==> src/rtl/screen_pkg.sv <==
// Shared framebuffer/tile geometry, address type and reader states.
// Imported by the tile reader, its scan counter and its interface.
package screen_pkg;

  localparam int SCREEN_WIDTH  = 640;
  localparam int SCREEN_HEIGHT = 480;
  localparam int CHAR_WIDTH    = 20;
  localparam int CHAR_HEIGHT   = 30;
  localparam int ADDR_W        = 19;
  localparam int TILE_BITS     = CHAR_WIDTH * CHAR_HEIGHT;

  typedef logic [ADDR_W-1:0] addr_t;

  typedef enum logic [1:0] {
    IDLE,
    READ,
    DRAIN,
    DONE
  } rd_state_t;

endpackage

==> src/rtl/tile_reader_if.sv <==
// Tile reader bus: start/ready request side, framebuffer read port, tile result.
// master = requester + memory model, slave = tile_reader.
interface tile_reader_if;
  import screen_pkg::*;

  addr_t                top_left_corner_address;
  logic                 start_reading_tile;
  logic                 ready;
  addr_t                mem_raddr;
  logic                 mem_renable;
  logic [2:0]           mem_rdata;
  logic [TILE_BITS-1:0] tile_bits;
  logic                 tile_valid;

  modport master (
    output top_left_corner_address,
    output start_reading_tile,
    output mem_rdata,
    input  ready,
    input  mem_raddr,
    input  mem_renable,
    input  tile_bits,
    input  tile_valid
  );

  modport slave (
    input  top_left_corner_address,
    input  start_reading_tile,
    input  mem_rdata,
    output ready,
    output mem_raddr,
    output mem_renable,
    output tile_bits,
    output tile_valid
  );

endinterface

==> src/rtl/tile_scan_counter.sv <==
// Row/column walker producing tile pixel addresses, one per advance.
// Ports: start loads base, advance steps, addr/idx current pixel, last at final pixel.
module tile_scan_counter
  import screen_pkg::*;
#(
  parameter int SCREEN_WIDTH = screen_pkg::SCREEN_WIDTH,
  parameter int CHAR_WIDTH   = screen_pkg::CHAR_WIDTH,
  parameter int CHAR_HEIGHT  = screen_pkg::CHAR_HEIGHT,
  localparam int CW = $clog2(CHAR_WIDTH),
  localparam int RW = $clog2(CHAR_HEIGHT),
  localparam int IW = $clog2(CHAR_WIDTH * CHAR_HEIGHT)
) (
  input  logic          clock,
  input  logic          resetn,
  input  logic          start,
  input  logic          advance,
  input  addr_t         base,
  output addr_t         addr,
  output logic [IW-1:0] idx,
  output logic          last
);

  // Jump from the end of one tile row to the start of the next.
  localparam addr_t WRAP_STEP =
    addr_t'(SCREEN_WIDTH - (CHAR_WIDTH - 1));

  logic [CW-1:0] col;
  logic [RW-1:0] row;
  logic          row_end;

  assign row_end = (col == CW'(CHAR_WIDTH - 1));
  assign last    = row_end && (row == RW'(CHAR_HEIGHT - 1));

  always_ff @(posedge clock or negedge resetn) begin
    if (!resetn) begin
      addr <= '0;
      idx  <= '0;
      col  <= '0;
      row  <= '0;
    end else if (start) begin
      addr <= base;
      idx  <= '0;
      col  <= '0;
      row  <= '0;
    end else if (advance) begin
      idx <= idx + 1'b1;
      if (row_end) begin
        col  <= '0;
        row  <= row + 1'b1;
        addr <= addr + WRAP_STEP;
      end else begin
        col  <= col + 1'b1;
        addr <= addr + 1'b1;
      end
    end
  end

endmodule

==> src/rtl/tile_reader.sv <==
// Reads a CHAR_WIDTH x CHAR_HEIGHT tile from the framebuffer into a bitmap.
// Ports: clock, resetn, bus (tile_reader_if.slave: start/ready, mem read, tile out).
module tile_reader
  import screen_pkg::*;
#(
  parameter int SCREEN_WIDTH = screen_pkg::SCREEN_WIDTH,
  parameter int CHAR_WIDTH   = screen_pkg::CHAR_WIDTH,
  parameter int CHAR_HEIGHT  = screen_pkg::CHAR_HEIGHT
) (
  input  logic          clock,
  input  logic          resetn,
  tile_reader_if.slave  bus
);

  localparam int N  = CHAR_WIDTH * CHAR_HEIGHT;
  localparam int IW = $clog2(N);

  rd_state_t     state, state_nx;
  addr_t         addr;
  logic [IW-1:0] idx;
  logic          last;
  logic          start;
  logic          advance;
  logic          cap_vld;
  logic [IW-1:0] cap_idx;
  logic [IW-1:0] cap_pos;
  logic [N-1:0]  tile_q;
  logic          unused_rdata;

  assign start   = (state == IDLE) && bus.start_reading_tile;
  assign advance = (state == READ) && !last;

  tile_scan_counter #(
    .SCREEN_WIDTH (SCREEN_WIDTH),
    .CHAR_WIDTH   (CHAR_WIDTH),
    .CHAR_HEIGHT  (CHAR_HEIGHT)
  ) u_scan (
    .clock   (clock),
    .resetn  (resetn),
    .start   (start),
    .advance (advance),
    .base    (bus.top_left_corner_address),
    .addr    (addr),
    .idx     (idx),
    .last    (last)
  );

  always_ff @(posedge clock or negedge resetn) begin
    if (!resetn) state <= IDLE;
    else         state <= state_nx;
  end

  always_comb begin
    state_nx = state;
    unique case (state)
      IDLE:    if (bus.start_reading_tile) state_nx = READ;
      READ:    if (last) state_nx = DRAIN;
      DRAIN:   state_nx = DONE;
      DONE:    state_nx = IDLE;
      default: state_nx = IDLE;
    endcase
  end

  // Memory answers one cycle after the address, so the issued pixel
  // index is delayed one cycle to line up with its data.
  assign cap_pos = IW'(N - 1) - cap_idx;

  always_ff @(posedge clock or negedge resetn) begin
    if (!resetn) begin
      cap_vld <= 1'b0;
      cap_idx <= '0;
      tile_q  <= '0;
    end else begin
      cap_vld <= (state == READ);
      cap_idx <= idx;
      if (cap_vld) tile_q[cap_pos] <= ~bus.mem_rdata[0];
    end
  end

  assign unused_rdata = ^bus.mem_rdata[2:1];

  assign bus.ready       = (state == IDLE);
  assign bus.mem_raddr   = addr;
  assign bus.mem_renable = (state == READ);
  assign bus.tile_valid  = (state == DONE);
  assign bus.tile_bits   = tile_q;

endmodule

==> src/flat_wrapper.sv <==
// flat-port wrapper written by rule: the top's interface ports become plain ports
module tile_reader_flat import screen_pkg::*;
#(
  parameter int SCREEN_WIDTH = screen_pkg::SCREEN_WIDTH,
  parameter int CHAR_WIDTH   = screen_pkg::CHAR_WIDTH,
  parameter int CHAR_HEIGHT  = screen_pkg::CHAR_HEIGHT
)
  (clock, resetn, bus_top_left_corner_address, bus_start_reading_tile, bus_mem_rdata, bus_ready, bus_mem_raddr, bus_mem_renable, bus_tile_bits, bus_tile_valid);
  tile_reader_if bus_i ();
  input  logic clock;
  input  logic resetn;
  input wire logic [$bits(bus_i.top_left_corner_address)-1:0] bus_top_left_corner_address;
  input wire logic [$bits(bus_i.start_reading_tile)-1:0] bus_start_reading_tile;
  input wire logic [$bits(bus_i.mem_rdata)-1:0] bus_mem_rdata;
  output wire logic [$bits(bus_i.ready)-1:0] bus_ready;
  output wire logic [$bits(bus_i.mem_raddr)-1:0] bus_mem_raddr;
  output wire logic [$bits(bus_i.mem_renable)-1:0] bus_mem_renable;
  output wire logic [$bits(bus_i.tile_bits)-1:0] bus_tile_bits;
  output wire logic [$bits(bus_i.tile_valid)-1:0] bus_tile_valid;
  assign bus_i.top_left_corner_address = bus_top_left_corner_address;
  assign bus_i.start_reading_tile = bus_start_reading_tile;
  assign bus_i.mem_rdata = bus_mem_rdata;
  assign bus_ready = bus_i.ready;
  assign bus_mem_raddr = bus_i.mem_raddr;
  assign bus_mem_renable = bus_i.mem_renable;
  assign bus_tile_bits = bus_i.tile_bits;
  assign bus_tile_valid = bus_i.tile_valid;
  tile_reader #(.SCREEN_WIDTH(SCREEN_WIDTH), .CHAR_WIDTH(CHAR_WIDTH), .CHAR_HEIGHT(CHAR_HEIGHT)) u_core (.clock(clock), .resetn(resetn), .bus(bus_i));
endmodule
==> config.mk <==
export PLATFORM = sky130hd
export DESIGN_NAME = tile_reader_flat
export DESIGN_NICKNAME = d
export VERILOG_FILES = /design/src/rtl/screen_pkg.sv /design/src/rtl/tile_reader_if.sv /design/src/rtl/tile_scan_counter.sv /design/src/rtl/tile_reader.sv /design/src/flat_wrapper.sv
export SDC_FILE = /design/constraint.sdc
export NUM_CORES = 1
export LEC_CHECK = 0
export CORE_AREA = 5 5 249 251
export DETAILED_ROUTE_END_ITERATION = 8
export DIE_AREA = 0 0 254 256
export PLACE_DENSITY = 0.79
export RECOVER_POWER = 25
export SYNTH_ARGS = -nofsm -noshare
export SYNTH_HDL_FRONTEND = slang
export SYNTH_HIERARCHICAL = 1
export SYNTH_SLANG_ARGS = --single-unit
==> constraint.sdc <==
create_clock -name clock -period 3 [get_ports clock]
set_clock_uncertainty 0.1 [all_clocks]
set_input_delay 0.75 -clock clock [delete_from_list [all_inputs] [get_ports clock]]
set_output_delay 0.75 -clock clock [all_outputs]
set_load 0.02 [all_outputs]
## Word-level counts from Yosys, hierarchy flattened

Index checks and enable logic that the tools add are counted.

| storage, ports and cells | value |
|---|---|
| register bits | 652 |
| bits of input ports | 25 |
| logic and storage cells | 51 |

| cells by class | value |
|---|---|
| add/subtract/negate cells | 6 |
| $lt $le $gt $ge | 2 |
| equality and inequality tests | 7 |
| mux-type cells | 17 |
| bitwise logic cells | 1 |
| reductions and logical operators | 10 |

Operator list:

| operator | number |
|---|---|
| bitwise mux 600 bit | 1 |
| 2-to-1 mux 19 bit | 3 |
| 2-to-1 mux 5 bit | 6 |
| 2-to-1 mux 10 bit | 2 |
| adder 19 x 1 -> 19 bit (second input constant) | 1 |
| adder 19 x 10 -> 19 bit (second input constant) | 1 |
| less-than comparator 10 x 11 -> 1 bit (second input constant) | 1 |
| adder 10 x 1 -> 10 bit (second input constant) | 1 |
| adder 5 x 1 -> 5 bit (second input constant) | 2 |
| demux 1 bit (select 10 bit) | 1 |
| == test 5 bit (second input constant) | 2 |
| greater-or-equal comparator 10 x 1 -> 1 bit (second input constant) | 1 |
| subtractor 10 bit (first input constant) | 1 |
| case mux 2 bit (4 select lines) | 1 |
| == test 2 bit (second input constant) | 2 |
| logical AND 1 bit | 4 |
| 2-to-1 mux 2 bit | 2 |
| AND reduction 2 bit | 2 |
| nonzero test 2 bit | 2 |
| == test 2 x 1 -> 1 bit (second input constant) | 1 |
| logical NOT 2 bit | 1 |
| inequality test 2 x 1 -> 1 bit (second input constant) | 1 |
| inequality test 2 bit (second input constant) | 1 |
| logical NOT 1 bit | 1 |
| other kinds (2) | 2 |

## Longest topological paths before layout

Gate-level depths: netlist (run 1).

| depth | value |
|---|---|
| depth in word-level cells | 6 |
| mapped depth | 11 |
| depth with buffers taken out | 8 |

## Cells and area by module

Netlist (run 1), hierarchy kept.

Modules (own cells, without submodules):

| module | instances | cells each | area each (um2) | seq. area each (um2) |
|---|---|---|---|---|
| tile_reader | 1 | 2254 | 25386.8 | 15339.7 |
| tile_scan_counter | 1 | 270 | 2433.6 | 975.9 |

## Least setup slack after synthesis (run 1)

No wires, ideal clock.

| timing | value |
|---|---|
| kind | flip-flop to flip-flop |
| start point | reg u_core.u_scan.col[0] |
| end point | reg u_core.u_scan.addr[15] |
| data arrival time | 2.381 ns |
| data required time | 2.831 ns |
| slack | 0.450 ns |
| cell stages (with the launch flop) | 11 |
| path buffers | 2 |
| period minus slack after synthesis | 2.550 ns |
| path through | dfrtp_1 ha_1 nor4bb_1 buf_2 and4_1 nor2b_1 buf_2 and3_2 nand4_1 a2111o_1 nand3_1 |

| between the ends | value |
|---|---|
| cells in the longest elaborated chain, start to end | 5 |
| elaborated cells on any way between the ends | 8 |

Ends and longest elaborated chain:

| item | RTL line | text |
|---|---|---|
| start: declaration | tile_scan_counter.sv:27 | `logic [CW-1:0] col;` |
| start signal: assignment | tile_scan_counter.sv:52 | `col <= col + 1'b1;` |
| == test 5 bit | tile_scan_counter.sv:31 | `assign row_end = (col == CW'(CHAR_WIDTH - 1));` |
| logical AND 1 bit | tile_scan_counter.sv:32 | `assign last = row_end && (row == RW'(CHAR_HEIGHT - 1));` |
| via u_core.last | tile_reader.sv:21 | `logic last;` |
| logical NOT 1 bit | tile_reader.sv:31 | `assign advance = (state == READ) && !last;` |
| logical AND 1 bit | tile_reader.sv:31 |  |
| via u_core.advance | tile_reader.sv:23 | `logic advance;` |
| nonzero test 2 bit (no line) | -- |  |
| end signal: assignment | tile_scan_counter.sv:41 | `addr <= base;` |
| end signal: assignment | tile_scan_counter.sv:50 | `addr <= addr + WRAP_STEP;` |
| end signal: assignment | tile_scan_counter.sv:53 | `addr <= addr + 1'b1;` |
| end: declaration | tile_scan_counter.sv:18 | `output addr_t addr,` |

The timed path passes the listed nets, and every way through them passes these cells. The select of a mux whose other input is x is not followed.
A chain may end at the register's enable or synchronous reset.

## Worst setup path in the final report (run 1)

| timing | value |
|---|---|
| start point | reg u_core.state[1] |
| end point | out bus_mem_renable |

| between the ends | value |
|---|---|
| cells in the longest elaborated chain, start to end | 1 |

Ends and longest elaborated chain:

| item | RTL line | text |
|---|---|---|
| start: declaration | tile_reader.sv:18 | `rd_state_t state, state_nx;` |
| start signal: assignment | tile_reader.sv:50 | `else state <= state_nx;` |
| == test 2 x 1 -> 1 bit | tile_reader.sv:84 | `assign bus.mem_renable = (state == READ);` |
| end: declaration | flat_wrapper.sv:17 | `output wire logic [$bits(bus_i.mem_renable)-1:0] bus_mem_renable;` |

No other way between the ends.

==> results of run 1 <==
==> area by class of cell <==
cell class	count	area, µm²	share of cell area [%]
Clock buffer	97	1972	5.292
Clock inverter	22	301.5	0.8092
Inverter	11	41.29	0.1108
Multi-Input combinational cell	1509	10160	27.27
Sequential cell	652	16320	43.79
Tap cell	782	978.4	2.626
Timing Repair Buffer	754	7491	20.10
==> state kept, by name, indices dropped and copies added (netlist names) <==
name and count:
u_core/u_scan/idx 10, u_core/state 2, u_core/u_scan/row 5, u_core/u_scan/addr 19
u_core/cap_idx 10, u_core/cap_vld 1, u_core/bus.tile_bits 600, u_core/u_scan/col 5
==> worst max-delay path: cells and delay by family, from the launching register on <==
kind,cells,cell delay (ns)
buffers and inverters,2,0.79
adders and majority gates,1,0.24
DFF,1,0.41
==> where the power goes <==
| group | internal (mW) | total (mW) | switching, mW |
|---|---|---|---|
| Combinational | 1.23 | 3.26 | 2.03 |
| Clock | 4.98 | 8.54 | 3.56 |
| Sequential | 9.15 | 9.56 | 0.413 |
==> metal layers <==
| metal | vias up | part of all wire, % |
|---|---|---|
| li1 | 10580 | - |
| met1 | 12010 | 37 |
| met2 | 1359 | 49 |
| met3 | 259 | 9.0 |
| met4 | 0 | 5.3 |
| met5 | - | 0 |
==> cell usage in the layout, fill, tap and decap left out, drive strengths merged, types with 5 or more instances in the layout <==
cell type,Yosys,routed
and3b,6,6
nor3,13,13
o31ai,761,761
xnor2,10,10
nand2,54,54
or2,5,5
clkbuf,284,107
nor3b,7,7
nor2b,16,16
nand4,8,8
o211ai,6,6
ha,14,14
and3,5,5
a21oi,19,19
dfrtp,652,652
buf,68,101
nand3,27,27
clkdlybuf4s50,0,642
xor2,8,8
clkinv,1,15
o21ai,460,460
a22oi,10,10
inv,10,14
nor2,24,24
==> final timing paths <==
path | cells past startpoint | to | start
setup / recovery | 3 | bus_mem_renable | u_core/state[1]$_DFFE_PN0P_
hold / removal | 0 | u_core/cap_idx[9]$_DFF_PN0_ | u_core/u_scan/idx[9]$_DFFE_PN0P_
setup reg to reg | 7 | u_core/u_scan/addr[18]$_DFFE_PN0P_ | u_core/u_scan/col[0]$_DFFE_PN0P_
hold reg to reg | 0 | u_core/cap_idx[9]$_DFF_PN0_ | u_core/u_scan/idx[9]$_DFFE_PN0P_
max in group asynchronous | 3 | u_core/bus.tile_bits[93]$_DFFE_PN0P_ | resetn
min in group asynchronous | 2 | u_core/u_scan/addr[15]$_DFFE_PN0P_ | resetn
==> cell families (layout without fill, tap and decap cells) <==
logic type	after synthesis	count (layout)	synth area share (%)
compound gates	1285	1285	30.74
simple gates	189	189	3.859
fa+ha+maj	14	14	0.6296
flops	652	652	58.65
buf+inv	363	884	5.455
mux	3	3	0.1079
xor+xnor	18	18	0.5667
==> stage by stage <==
step                instance area (µm²)  total power, mW  worst slack, ns  std cells
finish                            37260            21.36           0.1113       3827
global route                      37260            22.16          0.03306       3827
CTS                               37320            21.45         0.007242       3827
detailed placement                35040            12.92          0.03068       3707
global placement                  35040            12.77           0.1649       3707
floorplan                         27820            11.43           0.4498       2524
==> repair_timing <==
item,in CTS,in global routing
hold buffers,1,0
resized for setup,0,1
endpoints found under the setup margin,0,17
hold endpoints to repair,27,0
==> reports/qor.txt, run 1 <==
Worst Hold Slack: 0.3030 ns
Total Wirelength: 98260 µm
H-tree Lvls: 3
r2r setup slk: 0.27 ns
max cap viols: 1
chip height: 256 µm
violated checks: capacitance limit, slew limit
fin util: 62.43%
worst vdd ir: 581.8 µV
routability cong.: 0.8717
Cell Area, Synth: 27820 µm²
io pins: 647
yosys warns: 6
CTS buffer count: 68
top cells by count, synth: o31ai_1, dfrtp_1, o21ai_0
post-route antenna net violation count: 0
syn_nets: 2563
antenna violations before repair: 0
Worst Setup Path Type: reg -> out
Mapped Avg Cell Area: 11.02 µm²
CP max stage delay: 0.68 ns
wire length of the first global-routing pass: 149300 µm
Final HPWL DP: 63910 µm
crit share post-route: 96.29%
final hold violation count: 0
max_slew headroom: -7.336%
Total GRT Usage: 29.24%
Clock Latency Late Sink: 0.60 ns
fmax: 346.2 MHz
most numerous cell in the Yosys netlist: o31ai_1
clock tree buffer depth: 3
DR vias/cell: 6.324
DIE WIDTH: 254 µm
M1 GR Usage: 37.03%
critical path required time: 2.15 ns
Final #Nets: 3035
setup violators final: 0
Clk pin slew, worst setup/hold paths: 0.06 ns
Hold WC Path Type: reg -> reg
CTS tree: done
initial core utilization: 46.61%
Antenna Diode Count: 0
synthesized instance count: 2524
Worst setup SP type: register
critical path data arrival time: 2.04 ns
GRT busiest layer: met2
DRC violations left: 0
RSZ-0062 raised after global routing: no
synthesized flop and latch total: 652
EDFF count, synth: 0
routed len/inst: 25.67 µm
Final min period: 2.889 ns
core area: 59680 µm²
Main synth FF type: dfrtp_1
CP max stage cell: clkdlybuf4s50_1
share of cells above drive strength 1: 8.440%
sequential-to-total area share from yosys stat: 58.65%
cell taking the most area after synthesis: dfrtp_1
initial drt markers: 2675
Crit Path Max Fanout: 3
Pwr Density: 573.2 nW/µm²
# clock sinks: 652
Setup TNS Final: 0 ns
Setup Fix Bufs, Post-CTS: 0
Leak Pwr: 12.52 nW
total gr overflow: 0
# port buffers: 644
met2 usage in global routing: 47.57%
status: finished, violations left
Async SR Flop Fraction: 100.0%
nature of the critical path endpoint: primary output
top-area cell type share of the netlist area: 58.65%
die area: 65020 µm²
root buf cell: clkbuf_16
pin count of the biggest net entering global routing: 134
DRT Pass-1 Iters: 6
vias: 24200
number of library cell types mapped by synthesis: 66
fillcell total: 4535
area grow syn2layout: 33.94%
number of global-route vias before repair: 23870
met3 GRT Util: 6.412%
Slew Viols, Final: 44
Tightest Pin Transition: 1.610 ns
top cells by area, synth: dfrtp_1, o31ai_1, o21ai_0
CP Cell Sequence: inv_1 > ha_1 > clkdlybuf4s50_1
row count: 90
Note: power is estimated with default switching activity, not from simulation.
==> run 2, diff against run 1 <==
--- a/config.mk
+++ b/config.mk
@@ -12,2 +12,4 @@
 export RECOVER_POWER = 25
+export SETUP_SLACK_MARGIN = 0.05
+export SKIP_CTS_REPAIR_TIMING = 1
 export SYNTH_ARGS = -nofsm -noshare
==> constraint.sdc (replaced) <==
create_clock -name clock -period 3 [get_ports clock]
set_clock_uncertainty 0.1 [all_clocks]
set_input_delay 0.6 -clock clock [delete_from_list [all_inputs] [get_ports clock]]
set_output_delay 0.6 -clock clock [all_outputs]
set_load 0.02 [all_outputs]
==> reports/qor.txt, run 2 (same netlist as run 1, synthesis figures left out) <==
Slew Viols, Final: 53
Final #Nets: 3032
CTS buffer count: 67
DRT Pass-1 Iters: 6
core area: 59680 µm²
worst vdd ir: 495.0 µV
crit path buf inv count: 0
placed instance area: 35070 µm²
Leak Pwr: 12.48 nW
Worst setup SP type: register
DRC violations left: 0
max_slew headroom: -27.14%
die area: 65020 µm²
nature of the critical path endpoint: register
DP Cell Count: 3705
Final HPWL DP: 63420 µm
total gr overflow: 0
DIE WIDTH: 254 µm
clock tree buffer depth: 3
pin count of the biggest net entering global routing: 134
non-filler cells, final: 3823
initial drt markers: 2761
row count: 90
violated checks: capacitance limit, slew limit
Total GRT Usage: 28.90%
vias: 24210
post-route antenna net violation count: 0
Worst Setup Path Type: reg -> reg
DR vias/cell: 6.331
Total Power: 21.24 mW
# port buffers: 644
# clock sinks: 652
Clk pin slew, worst setup/hold paths: 0.06 ns
worst setup margin: 0.2101 ns
fillcell total: 4581
CP Cell Sequence: ha_1 > nor4bb_4 > ha_1 > a21oi_2 > nand2_1 > a311o_1 > o211ai_1
placement-stage worst setup slack: -0.04719 ns
status: finished, violations left
Antenna Diode Count: 0
Hold WC Path Type: reg -> reg
Largest register FFs: 600
CP max stage cell: nor4bb_4
critical path required time: 3.43 ns
io pins: 647
Pwr Density: 570.3 nW/µm²
crit share post-route: 93.00%
max cap viols: 1
antenna violations before repair: 0
Worst path top cell family by delay: compound AO/OA/AOI/OAI gates
most frequent cells in the layout: o31ai_1, dfrtp_1, clkdlybuf4s50_1
area grow syn2layout: 33.88%
chip height: 256 µm
routed len/inst: 25.42 µm
r2r setup slk: 0.21 ns
wire length of the first global-routing pass: 147700 µm
Tightest Pin Transition: 1.907 ns
initial core utilization: 46.61%
root buf cell: clkbuf_16
H-tree Lvls: 3
Clock Latency Late Sink: 0.60 ns
CP most frequent cell: ha_1
cell area after layout: 37250 µm²
commonest non-fill, non-tap cell in the layout: o31ai_1
CTS tree: done
routability cong.: 0.9125
number of global-route vias before repair: 23490
fmax: 358.4 MHz
share of cells above drive strength 1: 8.188%
Crit Path Max Fanout: 10
Setup TNS Final: 0 ns
Final min period: 2.790 ns
RSZ-0062 raised after global routing: no
CP max stage delay: 0.53 ns
critical path data arrival time: 3.22 ns
setup violators final: 0
final hold violation count: 0
Total Wirelength: 97180 µm
==> run 2: changes by cell type in the layout (fill, tap and decap cells not counted), moves of 3 or more <==
cell,previous run,this run
buf_2,3,0
clkbuf_8,14,7
buf_4,75,72
buf_12,19,24
clkinvlp_4,0,4
clkbuf_1,16,20
==> run 2: worst reg2reg max path: stages (launching register included) <==
cell and delay (ns):
dfrtp_1 0.40, ha_1 0.20, nor4bb_4 0.53, ha_1 0.42, a21oi_2 0.40, nand2_1 0.17, a311o_1 0.39, o211ai_1 0.10
==> run 2: final timing paths <==
check / startpoint / depth (start not counted) / end
setup reg to reg: u_core/u_scan/col[0]$_DFFE_PN0P_ / 7 / u_core/u_scan/addr[6]$_DFFE_PN0P_
min in group asynchronous: resetn / 2 / u_core/u_scan/addr[8]$_DFFE_PN0P_
setup / recovery: u_core/u_scan/col[0]$_DFFE_PN0P_ / 7 / u_core/u_scan/addr[6]$_DFFE_PN0P_
max in group asynchronous: resetn / 3 / u_core/bus.tile_bits[139]$_DFFE_PN0P_
hold / removal: u_core/u_scan/idx[9]$_DFFE_PN0P_ / 0 / u_core/cap_idx[9]$_DFF_PN0_
hold reg to reg: u_core/u_scan/idx[9]$_DFFE_PN0P_ / 0 / u_core/cap_idx[9]$_DFF_PN0_
==> run 2: power by group <==
part	switching (mW)	total [mW]	internal [mW]
clock	3.58	8.42	4.84
sequential	0.405	9.55	9.15
combinational	2.02	3.27	1.25
==> run 2: layer usage <==
layer,GRT usage (%),routed length [µm]
met2,46.29,46650
met3,6.930,9270
met1,36.85,35990
met5,0,0
met4,14.41,5272
==> run 2: area by class of cell <==
type                    instances  area, µm²  share of cell area (%)
flip-flops and latches        652      16320                   43.81
multi-input cells            1509      10160                   27.28
repair buffers                752       7542                   20.25
clock buffers                  93       1866                   5.009
well taps                     782      978.4                   2.627
clock inverters                24      340.3                  0.9137
inverters                      11      41.29                  0.1109
==> run 2: stage by stage <==
stage / util, % / hold slack (ns)
floorplan: - / 0.2044
detailed placement: 58.77 / 0.2996
finish: 62.41 / 0.3191
global route: 62.41 / 0.3376
global placement: 58.77 / 0.2931
CTS: 62.46 / -0.1473
